**config.mk**
```make
export PLATFORM = sky130hd
export DESIGN_NAME = residual_tx_packer
export DESIGN_NICKNAME = d
export VERILOG_FILES = /design/src/rtl/residual_tx_packer.sv
export SDC_FILE = /design/constraint.sdc
export NUM_CORES = 1
export LEC_CHECK = 0
export ABC_AREA = 1
export BUFFER_PORTS_ARGS = -buffer_cell sky130_fd_sc_hd__buf_2
export CAP_MARGIN = 40
export CORE_MARGIN = 4
export CORE_UTILIZATION = 60
export DETAILED_ROUTE_END_ITERATION = 6
export PLACE_DENSITY = 0.87
export SYNTH_ARGS = -nofsm -noshare
export SYNTH_HDL_FRONTEND = slang
export SYNTH_SLANG_ARGS = --single-unit
```
**constraint.sdc**
```tcl
create_clock -name clk -period 5 [get_ports clk]
set_clock_uncertainty 0.15 [all_clocks]
set_input_delay 1.25 -clock clk [delete_from_list [all_inputs] [get_ports clk]]
set_output_delay 1.25 -clock clk [all_outputs]
set_load 0.05 [all_outputs]
```
**src/rtl/residual_tx_packer.sv**
```systemverilog
// residual_tx_packer: serializes 4x4 residual blocks into header + data bytes
// for the TX FIFO, appending a trailer byte after the last block of a frame.
module residual_tx_packer #(
   parameter int         BYTES_PER_BLK    = 16,
   parameter int         BLOCKS_PER_FRAME = 4096,
   parameter logic [7:0] TRAILER_BYTE     = 8'hA5
) (
   input  logic                       clk,
   input  logic                       rst_n,
   input  logic [8*BYTES_PER_BLK-1:0] residual_flat,
   input  logic [1:0]                 mode,
   input  logic                       residual_ready,
   input  logic                       frame_start,
   output logic                       DCT_busy,
   input  logic                       FIFO_tx_full,
   output logic [7:0]                 FIFO_tx_din,
   output logic                       FIFO_tx_wr_en,
   output logic                       frame_sent,
   output logic                       overflow
);
   localparam int BW = $clog2(BYTES_PER_BLK);
   localparam int CW = $clog2(BLOCKS_PER_FRAME) + 1;
   typedef enum logic [1:0] {IDLE, HDR, DATA, TRL} state_t;
   state_t                     state;
   logic [8*BYTES_PER_BLK-1:0] hold_data;
   logic [1:0]                 hold_mode;
   logic [BW-1:0]              byte_cnt;
   logic [CW-1:0]              blk_cnt;
   logic [CW-1:0]              blk_nxt;
   logic [7:0]                 cur_byte;
   logic                       wr;
   assign wr            = (state != IDLE) && !FIFO_tx_full;
   assign FIFO_tx_wr_en = wr;
   assign DCT_busy      = state != IDLE;
   assign cur_byte      = hold_data[{byte_cnt, 3'b000} +: 8];
   assign blk_nxt       = blk_cnt + CW'(1);
   // header carries the block sequence number modulo 64
   always_comb
      FIFO_tx_din = state == HDR  ? {hold_mode, 6'(blk_cnt)} :
                    state == DATA ? cur_byte :
                    state == TRL  ? TRAILER_BYTE : 8'h00;
   always_ff @(posedge clk or negedge rst_n) begin
      if (!rst_n) begin
         state      <= IDLE;
         hold_data  <= '0;
         hold_mode  <= '0;
         byte_cnt   <= '0;
         blk_cnt    <= '0;
         frame_sent <= 1'b0;
         overflow   <= 1'b0;
      end else begin
         frame_sent <= 1'b0;
         if (residual_ready && state != IDLE) overflow <= 1'b1;
         case (state)
            IDLE: begin
               if (frame_start) begin
                  blk_cnt  <= '0;
                  overflow <= 1'b0;
               end
               if (residual_ready) begin
                  hold_data <= residual_flat;
                  hold_mode <= mode;
                  state     <= HDR;
               end
            end
            HDR: if (wr) begin
               state    <= DATA;
               byte_cnt <= '0;
            end
            DATA: if (wr) begin
               byte_cnt <= byte_cnt + BW'(1);
               if (byte_cnt == BW'(BYTES_PER_BLK - 1)) begin
                  blk_cnt <= blk_nxt;
                  state   <= blk_nxt == CW'(BLOCKS_PER_FRAME) ? TRL : IDLE;
               end
            end
            TRL: if (wr) begin
               state      <= IDLE;
               blk_cnt    <= '0;
               frame_sent <= 1'b1;
            end
            default: state <= IDLE;
         endcase
      end
   end
endmodule

```
==> results of run 1 <==
==> power groups by stage <==
| stage | registers [mW] | clock network, mW | logic [mW] |
|---|---|---|---|
| after floorplan | 1.99 | 0 | 1.65 |
| after global placement | 2.16 | 0 | 2.00 |
| after detailed placement | 2.16 | 0 | 2.09 |
| after CTS | 2.16 | 1.40 | 2.11 |
| final | 2.17 | 1.39 | 2.12 |
| after global routing | 2.23 | 1.45 | 2.39 |
==> critical path, delay by kind of cell, from the launching register on <==
kind / cells / cell delay, ns
flops: 1 / 0.85
compound gates: 4 / 0.58
buf+inv: 2 / 0.70
simple gates: 2 / 0.28
==> metal layers <==
metal / global-route usage / up-vias
met1: 0.384 / 3269
met2: 0.470 / 335
li1: - / 3335
met4: 0.0847 / 0
met3: 0.0712 / 51
met5: 0 / -
==> layout make-up <==
| cell class | count | area [sq um] | share of cell area |
|---|---|---|---|
| Clock buffer | 20 | 437 | 0.0498 |
| Clock inverter | 11 | 196 | 0.0224 |
| Inverter | 33 | 126 | 0.0144 |
| Multi-Input combinational cell | 738 | 3190 | 0.364 |
| Sequential cell | 151 | 3780 | 0.431 |
| Tap cell | 147 | 184 | 0.0210 |
| Timing Repair Buffer | 155 | 850 | 0.0970 |
==> Yosys cell counts <==
cell type / count / area share
clkbuf_1: 18 / 0.0092
nor2_1: 99 / 0.050
buf_1: 3 / 0.0015
o21ai_0: 92 / 0.062
o21ai_2: 6 / 0.0071
nor2_4: 3 / 0.0046
xor2_1: 1 / 0.0012
nor3_1: 4 / 0.0027
buf_2: 29 / 0.020
buf_4: 1 / 0.0010
a31o_2: 1 / 0.0012
nand2_2: 4 / 0.0034
o211ai_1: 14 / 0.014
ha_1: 2 / 0.0034
nor3_2: 1 / 0.0014
o21ai_1: 2 / 0.0014
nand2_1: 451 / 0.23
o221ai_1: 4 / 0.0047
inv_2: 5 / 0.0025
o22ai_1: 11 / 0.0093
nand4_1: 3 / 0.0025
inv_1: 27 / 0.014
nand3_1: 24 / 0.016
dfrtp_1: 151 / 0.51
a21oi_1: 8 / 0.0054
buf_6: 5 / 0.0076
clkinv_1: 1 / 0.00051
o22ai_2: 5 / 0.0085
nor2_2: 3 / 0.0025
==> worst paths after layout <==
path | cells past startpoint | from | slack (ns) | endpoint
max in group asynchronous | 2 | rst_n | 3.53 | hold_data[44]$_DFFE_PN0P_
max reg2reg | 7 | state[1]$_DFFE_PN0P_ | 2.23 | hold_data[73]$_DFFE_PN0P_
min in group asynchronous | 1 | rst_n | 0.49 | hold_data[94]$_DFFE_PN0P_
min reg2reg | 2 | hold_data[50]$_DFFE_PN0P_ | 0.32 | hold_data[50]$_DFFE_PN0P_
min | 2 | hold_data[50]$_DFFE_PN0P_ | 0.32 | hold_data[50]$_DFFE_PN0P_
max | 8 | byte_cnt[1]$_DFFE_PN0P_ | 0.77 | FIFO_tx_din[1]
==> state kept, by name, summed over array words and instances (netlist names) <==
signal and cells:
state 2, blk_cnt 13, hold_mode 2, overflow 1, byte_cnt 4, hold_data 128, frame_sent 1
==> per-stage QoR <==
step	hold WS [ns]	setup WS, ns	utilization	instances
after floorplan	0.287	1.74	-	978
after global placement	0.299	1.38	0.673	1222
after detailed placement	0.303	1.30	0.677	1224
after CTS	0.318	0.840	0.729	1255
after global routing	0.341	0.507	0.729	1255
final	0.317	0.766	0.729	1255
==> logic make-up (layout without fill, tap and decap cells) <==
kind of cell,after synthesis,in the layout,share of synthesized area
simple gates,592,592,0.313
fa+ha+maj,2,2,0.00339
buf+inv,89,219,0.0558
xor+xnor,1,1,0.00119
compound gates,143,143,0.114
flops,151,151,0.512
==> impl_metrics.env, run 1 <==
export IMPL_syn_cell_area_sq_um=7380
export IMPL_antenna_found_initial=0
export IMPL_post_route_period_util=0.847
export IMPL_fmax_ghz=0.236
export IMPL_fp_dieH_um=119
export IMPL_rows=40
export IMPL_drive_above_1_share=0.192
export IMPL_status="complete, no violations"
export IMPL_synth_warnings=0
export IMPL_start_kind="flop"
export IMPL_postCtsSetupRepairBufs=0
export IMPL_synthDistinctLibCells=29
export IMPL_drtAntennaViolNets=0
export IMPL_hp_class="reg2reg"
export IMPL_grtUsageTotal=0.288
export IMPL_hpwlAfterDp_um=13600
export IMPL_insertion_delay_ns=0.42
export IMPL_final_fill_count=896
export IMPL_core_area_sq_um=12000
export IMPL_setup_viol=0
export IMPL_placed_cell_area_sq_um=8130
export IMPL_grt_ovfl_total=0
export IMPL_syn_inst=978
export IMPL_io_buffers=146
export IMPL_finalInstanceArea_sq_um=8760
export IMPL_synth_fp_nets=1115
export IMPL_grt_max_degree=97
export IMPL_cp_max_fo=27
export IMPL_drc=0
export IMPL_cts_hold_buf=0
export IMPL_post_cts_resized=0
export IMPL_relSlewSlack=0.375
export IMPL_grt_pass1_wl_um=32300
export IMPL_intPower_mw=3.30
export IMPL_cts_tree="done"
export IMPL_crit_slowest_cell="dfrtp_1"
export IMPL_path_cells="buf_4 -> o21ai_0 -> o211ai_1 -> o21ai_0 -> nand2_1 -> nand3_1 -> o21ai_0 -> buf_2"
export IMPL_p_switching_mw=2.39
export IMPL_grt_pass1_vias=6596
export IMPL_switching_share=0.420
export IMPL_worstMarginPinSlew_ns=0.938
export IMPL_pwr_share_comb=0.374
export IMPL_crit_type="reg2out"
export IMPL_floorplan_initialDensity=0.614
export IMPL_synth_avg_cell_area_sq_um=7.54
export IMPL_setup_tns_ns=0
export IMPL_path_clk_slew_ns=0.06
export IMPL_critPathRequiredTime_ns=3.60
export IMPL_diodes=0
export IMPL_topRoutingLayerUsed="met4"
export IMPL_worstPathArrival_ns=2.83
export IMPL_cts_htree_levels=4
export IMPL_detail_route_wl_per_cell_um=15.8
export IMPL_peakVddDrop_v=0.000460
export IMPL_cts_root_buf="clkbuf_16"
export IMPL_drtPass1Iterations=5
export IMPL_route_met2_wl_um=9580
export IMPL_path_common_cell="o21ai_0"
export IMPL_synthToLayoutAreaGrowth_pct=18.7
export IMPL_die_x_um=119
export IMPL_hold_viol_final=0
export IMPL_wl_met1_um=8100
export IMPL_via_per_inst=5.57
export IMPL_seq_area_frac_synth=0.512
export IMPL_period_needed_ns=4.23
export IMPL_gp_congestion=0.876
export IMPL_clockBufferDepth=2
export IMPL_powerDensity_nw_per_um2=649
export IMPL_pin_count=147
export IMPL_dr_wl_met3_um=1600
export IMPL_seq_power_share=0.382
export IMPL_max_cap_violations=0
export IMPL_vias=6990
export IMPL_numCtsBuffers=17
export IMPL_rsz0062_at_grt="no"
export IMPL_endpoint_kind="primary output"
export IMPL_final_common_cell="nand2_1"
export IMPL_first_iter_violations=856
export IMPL_dieArea_sq_um=14100
export IMPL_total_power_mw=5.69
export IMPL_clock_sinks=151
export IMPL_routed_wl_um=19800
export IMPL_clockPowerShare=0.244
export IMPL_p_leak_nw=4.64
export IMPL_ys_seq_elements=151
export IMPL_slowest_delay_ns=0.85
export IMPL_layout_common_cells="451 x nand2_1, 150 x dfrtp_1, 145 x buf_2"
export IMPL_nNetsFinal=1233
export IMPL_slew_violations=0
Note: power is estimated with default switching activity, not from simulation.
==> inputs of run 2 (changes only) <==
- CORE_UTILIZATION: 60 -> 55
- PLACE_DENSITY: 0.87 -> 0.81
- clock period: 5 -> 4.4 ns (I/O delays scaled with it)
==> impl_metrics.env, run 2 (synthesis gave the netlist of run 1 again) <==
export IMPL_worstPathArrival_ns=2.70
export IMPL_worstMarginPinSlew_ns=0.861
export IMPL_slew_violations=0
export IMPL_finish_utilization=0.668
export IMPL_relSlewSlack=0.426
export IMPL_p_switching_mw=2.72
export IMPL_worst_hold_slack_ns=0.317
export IMPL_placed_cells=1254
export IMPL_seq_power_share=0.382
export IMPL_io_buffers=146
export IMPL_cts_tree="done"
export IMPL_setup_slack_ns=0.448
export IMPL_synthToLayoutAreaGrowth_pct=19.4
export IMPL_cts_htree_levels=4
export IMPL_cts_hold_buf=0
export IMPL_grtUsageTotal=0.266
export IMPL_gp_congestion=0.911
export IMPL_post_cts_resized=0
export IMPL_core_area_sq_um=13200
export IMPL_nNetsFinal=1234
export IMPL_drtAntennaViolNets=0
export IMPL_largest_register_ffs=128
export IMPL_rows=42
export IMPL_hp_class="reg2reg"
export IMPL_intPower_mw=3.76
export IMPL_endpoint_kind="primary output"
export IMPL_fmax_ghz=0.253
export IMPL_numCtsBuffers=17
export IMPL_critPathRequiredTime_ns=3.15
export IMPL_insertion_delay_ns=0.42
export IMPL_final_common_cell="nand2_1"
export IMPL_floorplan_initialDensity=0.559
export IMPL_layout_common_cells="451 x nand2_1, 150 x dfrtp_1, 145 x buf_2"
export IMPL_max_cap_violations=0
export IMPL_grt_ovfl_total=0
export IMPL_hold_viol_final=0
export IMPL_clockPowerShare=0.244
export IMPL_diodes=0
export IMPL_start_kind="flop"
export IMPL_postCtsSetupRepairBufs=0
export IMPL_finalInstanceArea_sq_um=8810
export IMPL_total_power_mw=6.48
export IMPL_cp_max_fo=28
export IMPL_grt_max_degree=96
export IMPL_routed_wl_um=19900
export IMPL_powerDensity_nw_per_um2=736
export IMPL_final_cells=1286
export IMPL_clock_sinks=151
export IMPL_pin_count=147
export IMPL_antenna_found_initial=0
export IMPL_pwr_share_comb=0.374
export IMPL_grt_pass1_wl_um=31300
export IMPL_hpwlAfterDp_um=14000
export IMPL_setup_tns_ns=0
export IMPL_dieArea_sq_um=15300
export IMPL_cts_root_buf="clkbuf_16"
export IMPL_period_needed_ns=3.95
export IMPL_reg_largest_list="hold_data x128, blk_cnt x13, byte_cnt x4"
export IMPL_peakVddDrop_v=0.000364
export IMPL_via_per_inst=5.36
export IMPL_post_place_ws_ns=1.01
export IMPL_switching_share=0.419
export IMPL_vias=6892
export IMPL_first_iter_violations=722
export IMPL_rsz0062_at_grt="no"
export IMPL_setup_viol=0
export IMPL_path_clk_slew_ns=0.06
export IMPL_clockBufferDepth=2
export IMPL_drive_above_1_share=0.196
export IMPL_crit_type="reg2out"
export IMPL_drtPass1Iterations=7
export IMPL_p_leak_nw=4.65
export IMPL_grt_pass1_vias=6437
export IMPL_detail_route_wl_per_cell_um=15.5
export IMPL_fp_dieH_um=124
export IMPL_status="complete, no violations"
export IMPL_die_x_um=124
export IMPL_regMostFlops="hold_data"
export IMPL_drc=0
export IMPL_placed_cell_area_sq_um=8160
export IMPL_post_route_period_util=0.898
## run 2: cell count changes in the layout (fill, tap and decap cells not counted), moves of 2 or more
cell / previous run / this run
clkbuf_8: 0 / 4
clkbuf_1: 3 / 0
buf_4: 6 / 8
clkinv_2: 1 / 3
## run 2: area by class of cell
cell class / instances / area, sq um
fillers: 1124 / 4380
flip-flops and latches: 151 / 3780
multi-input cells: 738 / 3190
repair buffers: 156 / 845
clock buffers: 21 / 480
well taps: 176 / 220
clock inverters: 11 / 168
inverters: 33 / 126
## run 2: per-layer routing
layer  global-route usage  part of all wire
met4               0.0997             0.027
met3               0.0658             0.077
met5                    0                 0
met1                0.352              0.42
met2                0.426              0.47
## run 2: worst paths after layout
check	from	end	slack [ns]	depth (start not counted)
worst max-delay path	byte_cnt[1]$_DFFE_PN0P_	FIFO_tx_din[2]	0.45	8
worst min-delay path	hold_data[39]$_DFFE_PN0P_	hold_data[39]$_DFFE_PN0P_	0.32	2
worst max register to register	byte_cnt[1]$_DFFE_PN0P_	blk_cnt[2]$_DFFE_PN0P_	1.60	11
worst min register to register	hold_data[39]$_DFFE_PN0P_	hold_data[39]$_DFFE_PN0P_	0.32	2
max in group asynchronous	rst_n	blk_cnt[11]$_DFFE_PN0P_	2.68	2
min in group asynchronous	rst_n	hold_data[82]$_DFFE_PN0P_	0.62	1
## run 2: worst max-delay path, stage by stage (launching register included)
cell and delay [ns]:
dfrtp_1 0.77, buf_4 0.40, o21ai_0 0.18, o22ai_1 0.27, o21ai_0 0.12, nand2_1 0.07
nand3_1 0.10, nand2_1 0.08, buf_2 0.26
## run 2: power groups by stage
stage / clock network [mW] / registers [mW] / logic, mW
2_1_floorplan: 0 / 2.27 / 1.88
3_3_place_gp: 0 / 2.48 / 2.27
3_5_place_dp: 0 / 2.47 / 2.39
4_1_cts: 1.59 / 2.46 / 2.41
5_1_grt: 1.65 / 2.53 / 2.74
6_report: 1.58 / 2.48 / 2.43
==> inputs of run 3 (changes only) <==
- CORE_UTILIZATION: 55 -> 50
- PLACE_DENSITY: 0.81 -> 0.77
- clock period: 4.4 -> 3.6 ns (I/O delays scaled with it)
==> impl_metrics.env, run 3 (synthesis gave the netlist of run 1 again) <==
export IMPL_status="complete, no violations"
export IMPL_grt_ovfl_total=0
export IMPL_grt_max_degree=73
export IMPL_cts_htree_levels=4
export IMPL_post_cts_resized=0
export IMPL_gp_congestion=0.912
export IMPL_regMostFlops="hold_data"
export IMPL_fmax_ghz=0.291
export IMPL_setup_tns_ns=0
export IMPL_clock_sinks=151
export IMPL_critPathRequiredTime_ns=2.55
export IMPL_cts_hold_buf=0
export IMPL_clockPowerShare=0.233
export IMPL_die_x_um=129
export IMPL_via_per_inst=5.25
export IMPL_start_kind="flop"
export IMPL_drtAntennaViolNets=0
export IMPL_hp_class="in2async"
export IMPL_intPower_mw=4.47
export IMPL_setup_viol=0
export IMPL_path_common_cell="o21ai_0"
export IMPL_synthToLayoutAreaGrowth_pct=19.3
export IMPL_seq_power_share=0.385
export IMPL_grt_pass1_wl_um=32400
export IMPL_cts_tree="done"
export IMPL_crit_type="reg2out"
export IMPL_first_iter_violations=618
export IMPL_pwr_share_comb=0.382
export IMPL_rsz0062_at_grt="no"
export IMPL_diodes=0
export IMPL_peakVddDrop_v=0.000486
export IMPL_cts_root_buf="clkbuf_16"
export IMPL_worstMarginPinSlew_ns=0.525
export IMPL_period_needed_ns=3.44
export IMPL_grtUsageTotal=0.248
export IMPL_powerDensity_nw_per_um2=885
export IMPL_pin_count=147
export IMPL_drive_above_1_share=0.199
export IMPL_floorplan_initialDensity=0.510
export IMPL_core_area_sq_um=14500
export IMPL_worstPathArrival_ns=2.39
export IMPL_postCtsSetupRepairBufs=0
export IMPL_path_cells="buf_4 -> o21ai_0 -> o21ai_0 -> o21ai_0 -> nand2_1 -> nand3_1 -> o21ai_0 -> buf_2"
export IMPL_switching_share=0.427
export IMPL_fp_dieH_um=129
export IMPL_drtPass1Iterations=7
export IMPL_detail_route_wl_per_cell_um=15.4
export IMPL_vias=6803
export IMPL_endpoint_kind="primary output"
export IMPL_finish_utilization=0.608
export IMPL_grt_pass1_vias=6450
export IMPL_total_power_mw=7.79
export IMPL_routed_wl_um=20000
export IMPL_final_common_cell="nand2_1"
export IMPL_largest_register_ffs=128
export IMPL_drc=0
export IMPL_nNetsFinal=1238
export IMPL_p_leak_nw=4.65
export IMPL_hpwlAfterDp_um=14700
export IMPL_cp_max_fo=46
export IMPL_path_clk_slew_ns=0.06
export IMPL_p_switching_mw=3.32
export IMPL_antenna_found_initial=0
export IMPL_relSlewSlack=0.650
export IMPL_layout_common_cells="451 x nand2_1, 150 x dfrtp_1, 145 x buf_2"
export IMPL_crit_slowest_cell="dfrtp_2"
export IMPL_reg_largest_list="hold_data x128, blk_cnt x13, byte_cnt x4"
export IMPL_rows=44
export IMPL_clockBufferDepth=2
export IMPL_hold_viol_final=0
export IMPL_slew_violations=0
export IMPL_dieArea_sq_um=16800
export IMPL_slowest_delay_ns=0.38
export IMPL_max_cap_violations=0
export IMPL_numCtsBuffers=17
export IMPL_post_route_period_util=0.955
export IMPL_io_buffers=146
export IMPL_seqCellArea_sq_um=3780
export IMPL_multi_input_area_sq_um=3190
export IMPL_insertion_delay_ns=0.42
export IMPL_final_fill_count=1303
## run 3: cell types whose count changed in the layout (fill, tap and decap cells not counted)
cell	previous run	this run
buf_4	8	11
buf_16	1	0
bufinv_16	4	3
inv_6	1	3
clkinv_4	1	3
buf_12	1	3
clkbuf_8	4	0
## run 3: final cells by class
| type | count | share of cell area |
|---|---|---|
| flip-flops and latches | 151 | 0.429 |
| multi-input cells | 738 | 0.362 |
| repair buffers | 160 | 0.0999 |
| clock buffers | 17 | 0.0483 |
| well taps | 184 | 0.0262 |
| clock inverters | 14 | 0.0196 |
| inverters | 33 | 0.0144 |
## run 3: worst paths after layout
kind / start / end / depth (start not counted) / slack [ns]
worst max-delay path: byte_cnt[0]$_DFFE_PN0P_ / FIFO_tx_din[1] / 8 / 0.16
worst min-delay path: rst_n / hold_data[91]$_DFFE_PN0P_ / 1 / 0.27
worst max register to register: state[1]$_DFFE_PN0P_ / blk_cnt[2]$_DFFE_PN0P_ / 11 / 1.07
worst min register to register: hold_data[103]$_DFFE_PN0P_ / hold_data[103]$_DFFE_PN0P_ / 2 / 0.32
max in group asynchronous: rst_n / blk_cnt[11]$_DFFE_PN0P_ / 2 / 2.24
min in group clk: hold_data[103]$_DFFE_PN0P_ / hold_data[103]$_DFFE_PN0P_ / 2 / 0.32
## run 3: worst max-delay path, delay by kind of cell (launching register included)
kind	cells	cell delay, ns
AO/OA/AOI/OAI	4	0.65
buffers and inverters	2	0.69
flip-flops	1	0.38
AND/OR/NAND/NOR	2	0.24
## run 3: power groups by stage
stage / Combinational [mW] / Sequential [mW] / Clock, mW
floorplan: 2.29 / 2.77 / 0
global placement: 2.87 / 3.01 / 0
detailed placement: 2.96 / 3.00 / 0
CTS: 2.97 / 2.99 / 1.84
global route: 3.38 / 3.08 / 1.92
finish: 2.97 / 3.00 / 1.82
## run 3: per-stage QoR
step                area [sq um]  instances  hold slack [ns]  setup slack, ns
finish                      8800       1297            0.274            0.163
global route                8800       1297            0.293          0.00423
CTS                         8800       1297            0.276            0.193
detailed placement          8200       1266            0.304            0.654
global placement            8200       1266            0.298            0.666
floorplan                   7380        978            0.287            0.693
## run 3: layer usage
layer,share of wire,wire length (um),track usage
met4,0.019,374,0.0721
met2,0.46,9180,0.383
met5,0,0,0
met1,0.45,8980,0.353
met3,0.073,1460,0.0552
